[config.mk]
export PLATFORM = sky130hd
export DESIGN_NAME = ray_aabb_hit_collector
export DESIGN_NICKNAME = d
export VERILOG_FILES = /design/src/rtl/ray_aabb_hit_collector.sv
export SDC_FILE = /design/constraint.sdc
export NUM_CORES = 1
export LEC_CHECK = 0
export ABC_AREA = 1
export CAP_MARGIN = 20
export CORE_MARGIN = 2
export CORE_UTILIZATION = 55
export DETAILED_ROUTE_END_ITERATION = 6
export PLACE_DENSITY = 0.79
export SLEW_MARGIN = 0
export SYNTH_ARGS = -nofsm -noshare
export SYNTH_HDL_FRONTEND = slang
export SYNTH_SLANG_ARGS = --single-unit
[constraint.sdc]
create_clock -name clk -period 2.5 [get_ports clk]
set_clock_uncertainty 0.1 [all_clocks]
set_input_delay 0.25 -clock clk [delete_from_list [all_inputs] [get_ports clk]]
set_output_delay 0.25 -clock clk [all_outputs]
set_load 0.005 [all_outputs]
[src/rtl/ray_aabb_hit_collector.sv]
// ray_aabb_hit_collector
//
// Sits downstream of the ray/AABB intersection core. Each issued box travels
// through a tag delay line that is as deep as the core latency, so the box id
// arrives at the head in the same cycle as that box's hit_miss bit. Retired
// boxes are accumulated per ray: an any-hit flag, a saturating hit count, and
// the id of the first retired hitting box. Each completed ray is presented on a
// one-entry valid/ready output slot.
//
// Optional feature macro: RAY_AABB_ERROR_COUNT_EN
//   Adds the exp_valid/exp_hit inputs (reference result, aligned with issue)
//   and the type1_err/type2_err saturating mismatch counters.
//
// Ports:
//   clk, rst       clock; synchronous active-high reset
//   issue_valid    a box enters the core this cycle
//   issue_id       id of the issued box
//   issue_last     issued box is the final box of its ray
//   hit_miss       core result; used only when the delay-line head is valid
//   res_valid      per-ray result available
//   res_ready      consumer accepts the result
//   res_hit        at least one box of the ray hit
//   res_count      number of hits, saturating
//   res_first_id   id of the first retired hitting box (0 when no hit)
//   issue_ready    upstream may issue
//   overflow       sticky: a ray completed while the output slot was full
//   exp_valid      (feature) reference bit present for this issue
//   exp_hit        (feature) reference hit bit
//   type1_err      (feature) count of true hits missed by the core
//   type2_err      (feature) count of false hits reported by the core

module ray_aabb_hit_collector #(
    parameter int unsigned LATENCY = 34,
    parameter int unsigned ID_W    = 10,
    parameter int unsigned CNT_W   = 11
) (
    input  logic             clk,
    input  logic             rst,
    input  logic             issue_valid,
    input  logic [ID_W-1:0]  issue_id,
    input  logic             issue_last,
    input  logic             hit_miss,
`ifdef RAY_AABB_ERROR_COUNT_EN
    input  logic             exp_valid,
    input  logic             exp_hit,
    output logic [15:0]      type1_err,
    output logic [15:0]      type2_err,
`endif
    output logic             res_valid,
    input  logic             res_ready,
    output logic             res_hit,
    output logic [CNT_W-1:0] res_count,
    output logic [ID_W-1:0]  res_first_id,
    output logic             issue_ready,
    output logic             overflow
);

    localparam int unsigned LIF_W = $clog2(LATENCY + 1);

    typedef enum logic [0:0] {StIdle, StAccum} state_e;

    // Delay line: stage 0 loads every cycle, head is stage LATENCY-1.
    logic [LATENCY-1:0]           dl_valid;
    logic [LATENCY-1:0]           dl_last;
    logic [LATENCY-1:0][ID_W-1:0] dl_id;

    always_ff @(posedge clk) begin
        if (rst) begin
            dl_valid <= '0;
        end else begin
            dl_valid[0] <= issue_valid;
            for (int i = 1; i < int'(LATENCY); i++) begin
                dl_valid[i] <= dl_valid[i-1];
            end
        end
    end

    // Payload needs no reset; it is only qualified by dl_valid.
    always_ff @(posedge clk) begin
        dl_id[0]   <= issue_id;
        dl_last[0] <= issue_last;
        for (int i = 1; i < int'(LATENCY); i++) begin
            dl_id[i]   <= dl_id[i-1];
            dl_last[i] <= dl_last[i-1];
        end
    end

    logic            head_valid;
    logic            head_last;
    logic [ID_W-1:0] head_id;

    assign head_valid = dl_valid[LATENCY-1];
    assign head_last  = dl_last[LATENCY-1];
    assign head_id    = dl_id[LATENCY-1];

    // Per-ray accumulator FSM.
    state_e           state_q, state_d;
    logic             acc_hit_q, acc_hit_d;
    logic [CNT_W-1:0] acc_cnt_q, acc_cnt_d;
    logic [ID_W-1:0]  acc_first_q, acc_first_d;

    // Accumulator values including the head box's contribution.
    logic             upd_hit;
    logic [CNT_W-1:0] upd_cnt;
    logic [ID_W-1:0]  upd_first;
    logic             complete;

    always_comb begin
        upd_hit   = acc_hit_q | hit_miss;
        upd_cnt   = (hit_miss && acc_cnt_q != '1) ? acc_cnt_q + CNT_W'(1) : acc_cnt_q;
        upd_first = (hit_miss && !acc_hit_q) ? head_id : acc_first_q;

        state_d     = state_q;
        acc_hit_d   = acc_hit_q;
        acc_cnt_d   = acc_cnt_q;
        acc_first_d = acc_first_q;
        complete    = 1'b0;

        if (head_valid) begin
            if (head_last) begin
                // Ray finishes: result leaves via upd_*, accumulators restart.
                complete    = 1'b1;
                state_d     = StIdle;
                acc_hit_d   = 1'b0;
                acc_cnt_d   = '0;
                acc_first_d = '0;
            end else begin
                state_d     = StAccum;
                acc_hit_d   = upd_hit;
                acc_cnt_d   = upd_cnt;
                acc_first_d = upd_first;
            end
        end
    end

    always_ff @(posedge clk) begin
        if (rst) begin
            state_q     <= StIdle;
            acc_hit_q   <= 1'b0;
            acc_cnt_q   <= '0;
            acc_first_q <= '0;
        end else begin
            state_q     <= state_d;
            acc_hit_q   <= acc_hit_d;
            acc_cnt_q   <= acc_cnt_d;
            acc_first_q <= acc_first_d;
        end
    end

    // Output slot: loads when empty or draining this same cycle.
    logic slot_free;
    assign slot_free = !res_valid || res_ready;

    always_ff @(posedge clk) begin
        if (rst) begin
            res_valid    <= 1'b0;
            res_hit      <= 1'b0;
            res_count    <= '0;
            res_first_id <= '0;
            overflow     <= 1'b0;
        end else if (complete) begin
            if (slot_free) begin
                res_valid    <= 1'b1;
                res_hit      <= upd_hit;
                res_count    <= upd_cnt;
                res_first_id <= upd_first;
            end else begin
                overflow <= 1'b1;
            end
        end else if (res_ready) begin
            res_valid <= 1'b0;
        end
    end

    // Number of ray-terminating boxes still inside the core.
    logic [LIF_W-1:0] lasts_in_flight_q;
    logic             lif_inc;
    logic             lif_dec;

    assign lif_inc = issue_valid && issue_last;
    assign lif_dec = head_valid && head_last;

    always_ff @(posedge clk) begin
        if (rst) begin
            lasts_in_flight_q <= '0;
        end else if (lif_inc && !lif_dec) begin
            lasts_in_flight_q <= lasts_in_flight_q + LIF_W'(1);
        end else if (lif_dec && !lif_inc) begin
            lasts_in_flight_q <= lasts_in_flight_q - LIF_W'(1);
        end
    end

    // A full slot plus a pending ray completion would overflow.
    assign issue_ready = !(res_valid && lasts_in_flight_q != '0);

`ifdef RAY_AABB_ERROR_COUNT_EN
    logic [LATENCY-1:0] dl_exp;
    logic [LATENCY-1:0] dl_exp_valid;

    always_ff @(posedge clk) begin
        dl_exp[0]       <= exp_hit;
        dl_exp_valid[0] <= exp_valid;
        for (int i = 1; i < int'(LATENCY); i++) begin
            dl_exp[i]       <= dl_exp[i-1];
            dl_exp_valid[i] <= dl_exp_valid[i-1];
        end
    end

    logic head_exp;
    logic head_exp_valid;
    logic mismatch;

    assign head_exp       = dl_exp[LATENCY-1];
    assign head_exp_valid = dl_exp_valid[LATENCY-1];
    assign mismatch       = head_valid && head_exp_valid && (hit_miss != head_exp);

    always_ff @(posedge clk) begin
        if (rst) begin
            type1_err <= '0;
            type2_err <= '0;
        end else if (mismatch) begin
            if (head_exp) begin
                if (type1_err != '1) type1_err <= type1_err + 16'd1;
            end else begin
                if (type2_err != '1) type2_err <= type2_err + 16'd1;
            end
        end
    end
`endif

endmodule

==> results of run 1 <==
==> metal layers <==
| layer | GRT usage (%) | wire, um |
|---|---|---|
| met5 | 0 | 0 |
| met4 | 5.54 | 391 |
| met3 | 3.48 | 606 |
| met2 | 22.2 | 6490 |
| met1 | 16.7 | 6170 |
==> state kept, by name, summed over array words and instances (netlist names), 6 cells and up <==
register / cells
head_id: 10
acc_first_q: 10
res_count: 11
dl_id: 330
acc_cnt_q: 11
lasts_in_flight_q: 6
res_first_id: 10
dl_last: 34
dl_valid: 34
==> path summary, 6_finish.rpt <==
check | from | endpoint | cells past startpoint
min reg2reg | dl_id[199] | dl_id[209] | 0
min | issue_id[0] | dl_id[0] | 1
max reg2reg | dl_valid[33] | lasts_in_flight_q[3] | 11
max | lasts_in_flight_q[2] | issue_ready | 4
==> metrics by stage <==
stage	util, %	instances	hold WS (ns)	total power (W)	setup slack, ns
floorplan	-	856	0.178	0.00797	0.650
global placement	60.0	1149	0.211	0.00803	0.164
detailed placement	60.0	1149	0.212	0.00805	0.113
CTS	66.3	1219	0.0550	0.0138	0.228
global route	66.3	1219	0.0609	0.0141	0.130
finish	66.3	1219	0.0790	0.0136	0.266
==> area by class of cell <==
type / count / area, um2 / share of cell area (%)
Clock inverter: 10 / 70.1 / 0.539
Clock buffer: 60 / 1180 / 9.05
Tap cell: 265 / 332 / 2.55
Timing Repair Buffer: 46 / 440 / 3.39
Multi-Input combinational cell: 285 / 1420 / 10.9
Sequential cell: 460 / 9210 / 70.9
Inverter: 93 / 349 / 2.69
==> cells in the final DEF (no fill, tap or decap), types with 3 or more instances in the layout <==
cell type and n:
clkbuf_8 10, nand2_1 91, nor2_1 68, clkdlybuf4s50_1 39, o21ai_2 3, clkbuf_1 10
clkbuf_16 40, xor2_1 4, a21oi_1 35, a21oi_2 4, buf_4 6, clkinv_2 6
inv_1 92, nand3_1 17, xnor2_1 3, o21ai_0 33, dfxtp_1 460, ha_1 6
nand2_2 3
==> cells by family (layout without fill, tap and decap cells) <==
family                     Yosys count  count (layout)  synth area share, %
AOI/OAI and AO/OA                   81              81                 3.99
xor gates and xnor gates             7               7                0.555
adders and majority gates            7               7                0.860
buffers and inverters              111             209                 3.86
DFF                                460             460                 83.3
and+or+nand+nor                    190             190                 7.41
==> power breakdown <==
group | internal, W | switching (W) | total (W)
Sequential | 0.00766 | 0.0000775 | 0.00774
Combinational | 0.0000627 | 0.0000886 | 0.000151
Clock | 0.00326 | 0.00242 | 0.00568
Total | 0.0110 | 0.00259 | 0.0136
==> worst max-delay path, cell delays in order (launching register included) <==
cell and delay, ns:
dfxtp_1 0.33, nor2_1 0.13, nand3_1 0.10, o31ai_1 0.25, clkdlybuf4s50_1 0.56
==> run metrics, run 1 <==
post-synth cell types=32; # rows=between 50 and 60; core area=roughly 20000 um2; final instance area=roughly 13000 um2; total number of vias=around 5400; Total Neg Setup Slack=0 ns; RSZ-0062 raised after global routing=false; Async SR Flop Fraction=0%; Startpoint Class=flop; Worst setup EP type=output port; Worst VDD drop=about 0.63 mV; number of global-route vias before repair=roughly 5300; DIE AREA=21200 um2; R2R Setup Slk=~0.40 ns; Max Cap Viol=0; Post-Syn Area per Cell=about 13 um2; Setup Buffers After CTS=0; IO Port Bufs=40; htree depth=2; max-slew violations=0; Yosys reg bits=460; Mapped Nets=879; Via-to-Cell Ratio=~4.4; P&R area growth vs syn=17.6%; worst-path maximum fanout=3; Hold Fails Final Rpt=0; final worst path period share=89.4%; Clock Pin Slew Worst Setup and Hold Paths=around 0.06 ns; Starting DRT DRC Count=between 200 and 250; area fraction of the dominant cell type after synthesis=between 80% and 90%; crit path kind=flop to output port; Synth Warn #=0; clk_lat worst skew=between 0.5 and 0.6 ns; DRC=0; count leader, synth=dfxtp_1; final-stage net count=roughly 950; LEAKAGE=5.42 nW; Top FF cell, synth=dfxtp_1; CTS max path bufs=3; CTS Root Cell=clkbuf_16; diode count=0; Post-DP HPWL=around 8 mm; data arrival time of the critical path=~1.9 ns; chip height=about 150 um; final setup fails=0; initial antenna violation count=0; Tot GR Track Use=between 10% and 20%; Worst Path Required=2.15 ns; Initial Util=56.4%; worst-margin pin slew=around 0.6 ns; total CTS buffers=39; clock sink count=460; f_max=approximately 450 MHz; Ports=41; Mapped Cells=roughly 860; # hold bufs at CTS=0; Fill cells=around 1400; Min Clock Period, post-route=2.23 ns; synth top area cells=dfxtp_1, inv_1, nand2_1, nor2_1, a21oi_1; gp weighted congestion=about 0.82; detailed-route wire length=around 14 mm; post-route ant nets=0; Post-synth EDFFs=0; sequential area share after synthesis=83.3%; CTS tree=done; placed cell areas=11700 um2; PwrDens=1040 nW/um2; cts repair resizes=0; Syn Std Cell Area=approximately 11000 um2; Slew headroom=roughly three fifths; Die X=146 um; Hold Crit Class=input port to flop; layout cells sized above 1=a little under a tenth; status=complete, no violations; Synth top cells by count=dfxtp_1, inv_1, nand2_1; drt wl/cell=~11 um; DR pass1 iterations=4; first-pass GRT wire length=between 20 and 25 mm; Yosys top cell by area=dfxtp_1; total grt overflow=0; largest net degree at the start of global routing=40
No activity file was read; power rests on OpenSTA's default activity.
==> inputs of run 2 (changes only) <==
Settings changed: CORE_MARGIN 2 to unset, CTS_CLUSTER_SIZE set to 40.
==> run 2 against run 1 <==
Against the previous run:
- cell area grew 0.71%
- register-to-register slack worse by 0.10 ns
- via count rose by 0.31%
- sequential share of layout area decreased by 0.50 points
- critical endpoint is now lasts_in_flight_q[3]
- largest cell class unchanged
==> run metrics, run 2 (synthesis gave the netlist of run 1 again) <==
drt wl/cell=12.3 um (+9.6%); LEAKAGE=5.46 nW (+0.76%); core area=19600 um2 (unchanged); gr busiest metal=met2; Ports=41 (unchanged); Hold Fails Final Rpt=0 (unchanged); Clock Pin Slew Worst Setup and Hold Paths=0.06 ns (about the same); cts repair resizes=0 (unchanged); Post-DP HPWL=8.26 mm (+6.1%); Starting DRT DRC Count=193 (-14%); CP delay by family, top=simple AND/OR/NAND/NOR gates; post-route ant nets=0 (unchanged); Slew headroom=61.8% (+3.0 points); number of global-route vias before repair=5246 (-0.40%); worst-margin pin slew=0.572 ns (-0.0452 ns); most common cell after layout, fill and taps aside=dfxtp_1; biggest regs=dl_id (330), dl_last (34), dl_valid (34); CP cell instances=nand2_1 -> ha_1 -> inv_1 -> ha_1 -> nand3_1 -> nand3_1 -> inv_1 -> or2_2 -> nand3_1 -> o211ai_1 -> inv_1; Worst setup EP type=flop; detailed-route wire length=14.9 mm (+9.3%); total CTS buffers=40 (+2.6%); Total Neg Setup Slack=0 ns (unchanged); Startpoint Class=flop; Initial Util=56.4% (unchanged); final instance area=13100 um2 (+0.71%); DR pass1 iterations=4 (unchanged); Setup Buffers After CTS=0 (unchanged); f_max=454 MHz (+1.5%); crit path kind=flop to flop; Largest Register=dl_id; RSZ-0062 raised after global routing=false; GRT met2 Usage=26.8% (+4.6 points); CTS Root Cell=clkbuf_16; utilization after layout=66.8% (+0.47 points); hold_ws=0.0615 ns (-0.0176 ns); total grt overflow=0 (unchanged); met3 Use GR=3.97% (+0.49 points); dpl cells=1147 (-0.17%); total number of vias=5426 (+0.31%); clock sink count=460 (unchanged); met1 GRT Util=17.3% (+0.61 points); Worst VDD drop=0.594 mV (-5.1%); CTS max path bufs=3 (unchanged); worst path bufs/invs=3 (+2); Hold Crit Class=input port to flop; non-filler cells, final=1216 (-0.25%); Min Clock Period, post-route=2.20 ns (-0.0339 ns); Max Cap Viol=0 (unchanged); Worst Path Required=2.88 ns (+0.73 ns); DIE AREA=20700 um2 (-2.7%); Critical Path Slowest Stage Cell=ha_1; chip height=144 um (-1.4%); worst-path maximum fanout=4 (+1); P&R area growth vs syn=18.4%; placed cell areas=11700 um2 (about the same); CTS tree=done; layout cells sized above 1=8.94% (-0.077 points); DRC=0 (unchanged); final setup fails=0 (unchanged); diode count=0 (unchanged); # rows=51 (unchanged); first-pass GRT wire length=24.2 mm (+2.5%); max reg flops=330 (unchanged); final-stage net count=947 (-0.11%); PwrDens=1080 nW/um2 (+3.0%); gp weighted congestion=0.799 (-2.4%); status=complete, no violations; max-slew violations=0 (unchanged); clk_lat worst skew=0.53 ns (+0.02 ns); most frequent cells in the layout=dfxtp_1, inv_1, nand2_1, nor2_1, clkbuf_16; Die X=144 um (-1.4%); final worst path period share=88.0% (-1.4 points); Critical Path Max Stage Delay=0.37 ns (-0.19 ns); Tot GR Track Use=15.2% (+1.9 points); IO Port Bufs=40 (unchanged); Via-to-Cell Ratio=4.46 (+0.56%); htree depth=2 (unchanged); largest net degree at the start of global routing=48 (+20%); # hold bufs at CTS=0 (unchanged); data arrival time of the critical path=2.58 ns (+0.70 ns); initial antenna violation count=0 (unchanged)
==> run 2: worst paths after layout <==
check | start | to | slack (ns) | cells past startpoint
worst max register to register | dl_valid[33] | lasts_in_flight_q[3] | 0.30 | 11
worst min register to register | dl_id[119] | dl_id[129] | 0.22 | 0
worst max-delay path | dl_valid[33] | lasts_in_flight_q[3] | 0.30 | 11
worst min-delay path | issue_id[2] | dl_id[2] | 0.06 | 1
==> run 2: metal layers <==
layer / vias up / wire (um)
met5: - / 0
met4: 0 / 303
met3: 24 / 665
met2: 113 / 7680
met1: 2530 / 6290
li1: 2759 / -
==> run 2: stage by stage <==
stage | worst slack, ns | power [W]
final | 0.300 | 0.0141
after global routing | 0.122 | 0.0146
after CTS | 0.306 | 0.0142
after detailed placement | 0.0350 | 0.00806
after global placement | 0.158 | 0.00803
after floorplan | 0.650 | 0.00797
==> run 2: layout make-up <==
cell class,count,area [um2]
timing repair buffer,44,438
clock buffer,53,1100
inverter,93,349
sequential,460,9210
clock inverter,16,241
multi-input combinational,285,1420
tap,265,332
fill,1385,6510
==> run 2: power breakdown <==
group          internal (W)  switching, W
sequential          0.00766     0.0000849
clock               0.00364       0.00253
combinational     0.0000622     0.0000911
total                0.0114       0.00271
==> run 2: worst register-to-register path, delay by kind of cell (launching register included) <==
kind                     cells  cell delay [ns]
adder cells (fa/ha/maj)      2             0.64
AND/OR/NAND/NOR              5             0.72
AO/OA/AOI/OAI                1             0.09
buffers and inverters        3             0.27
flip-flops                   1             0.34
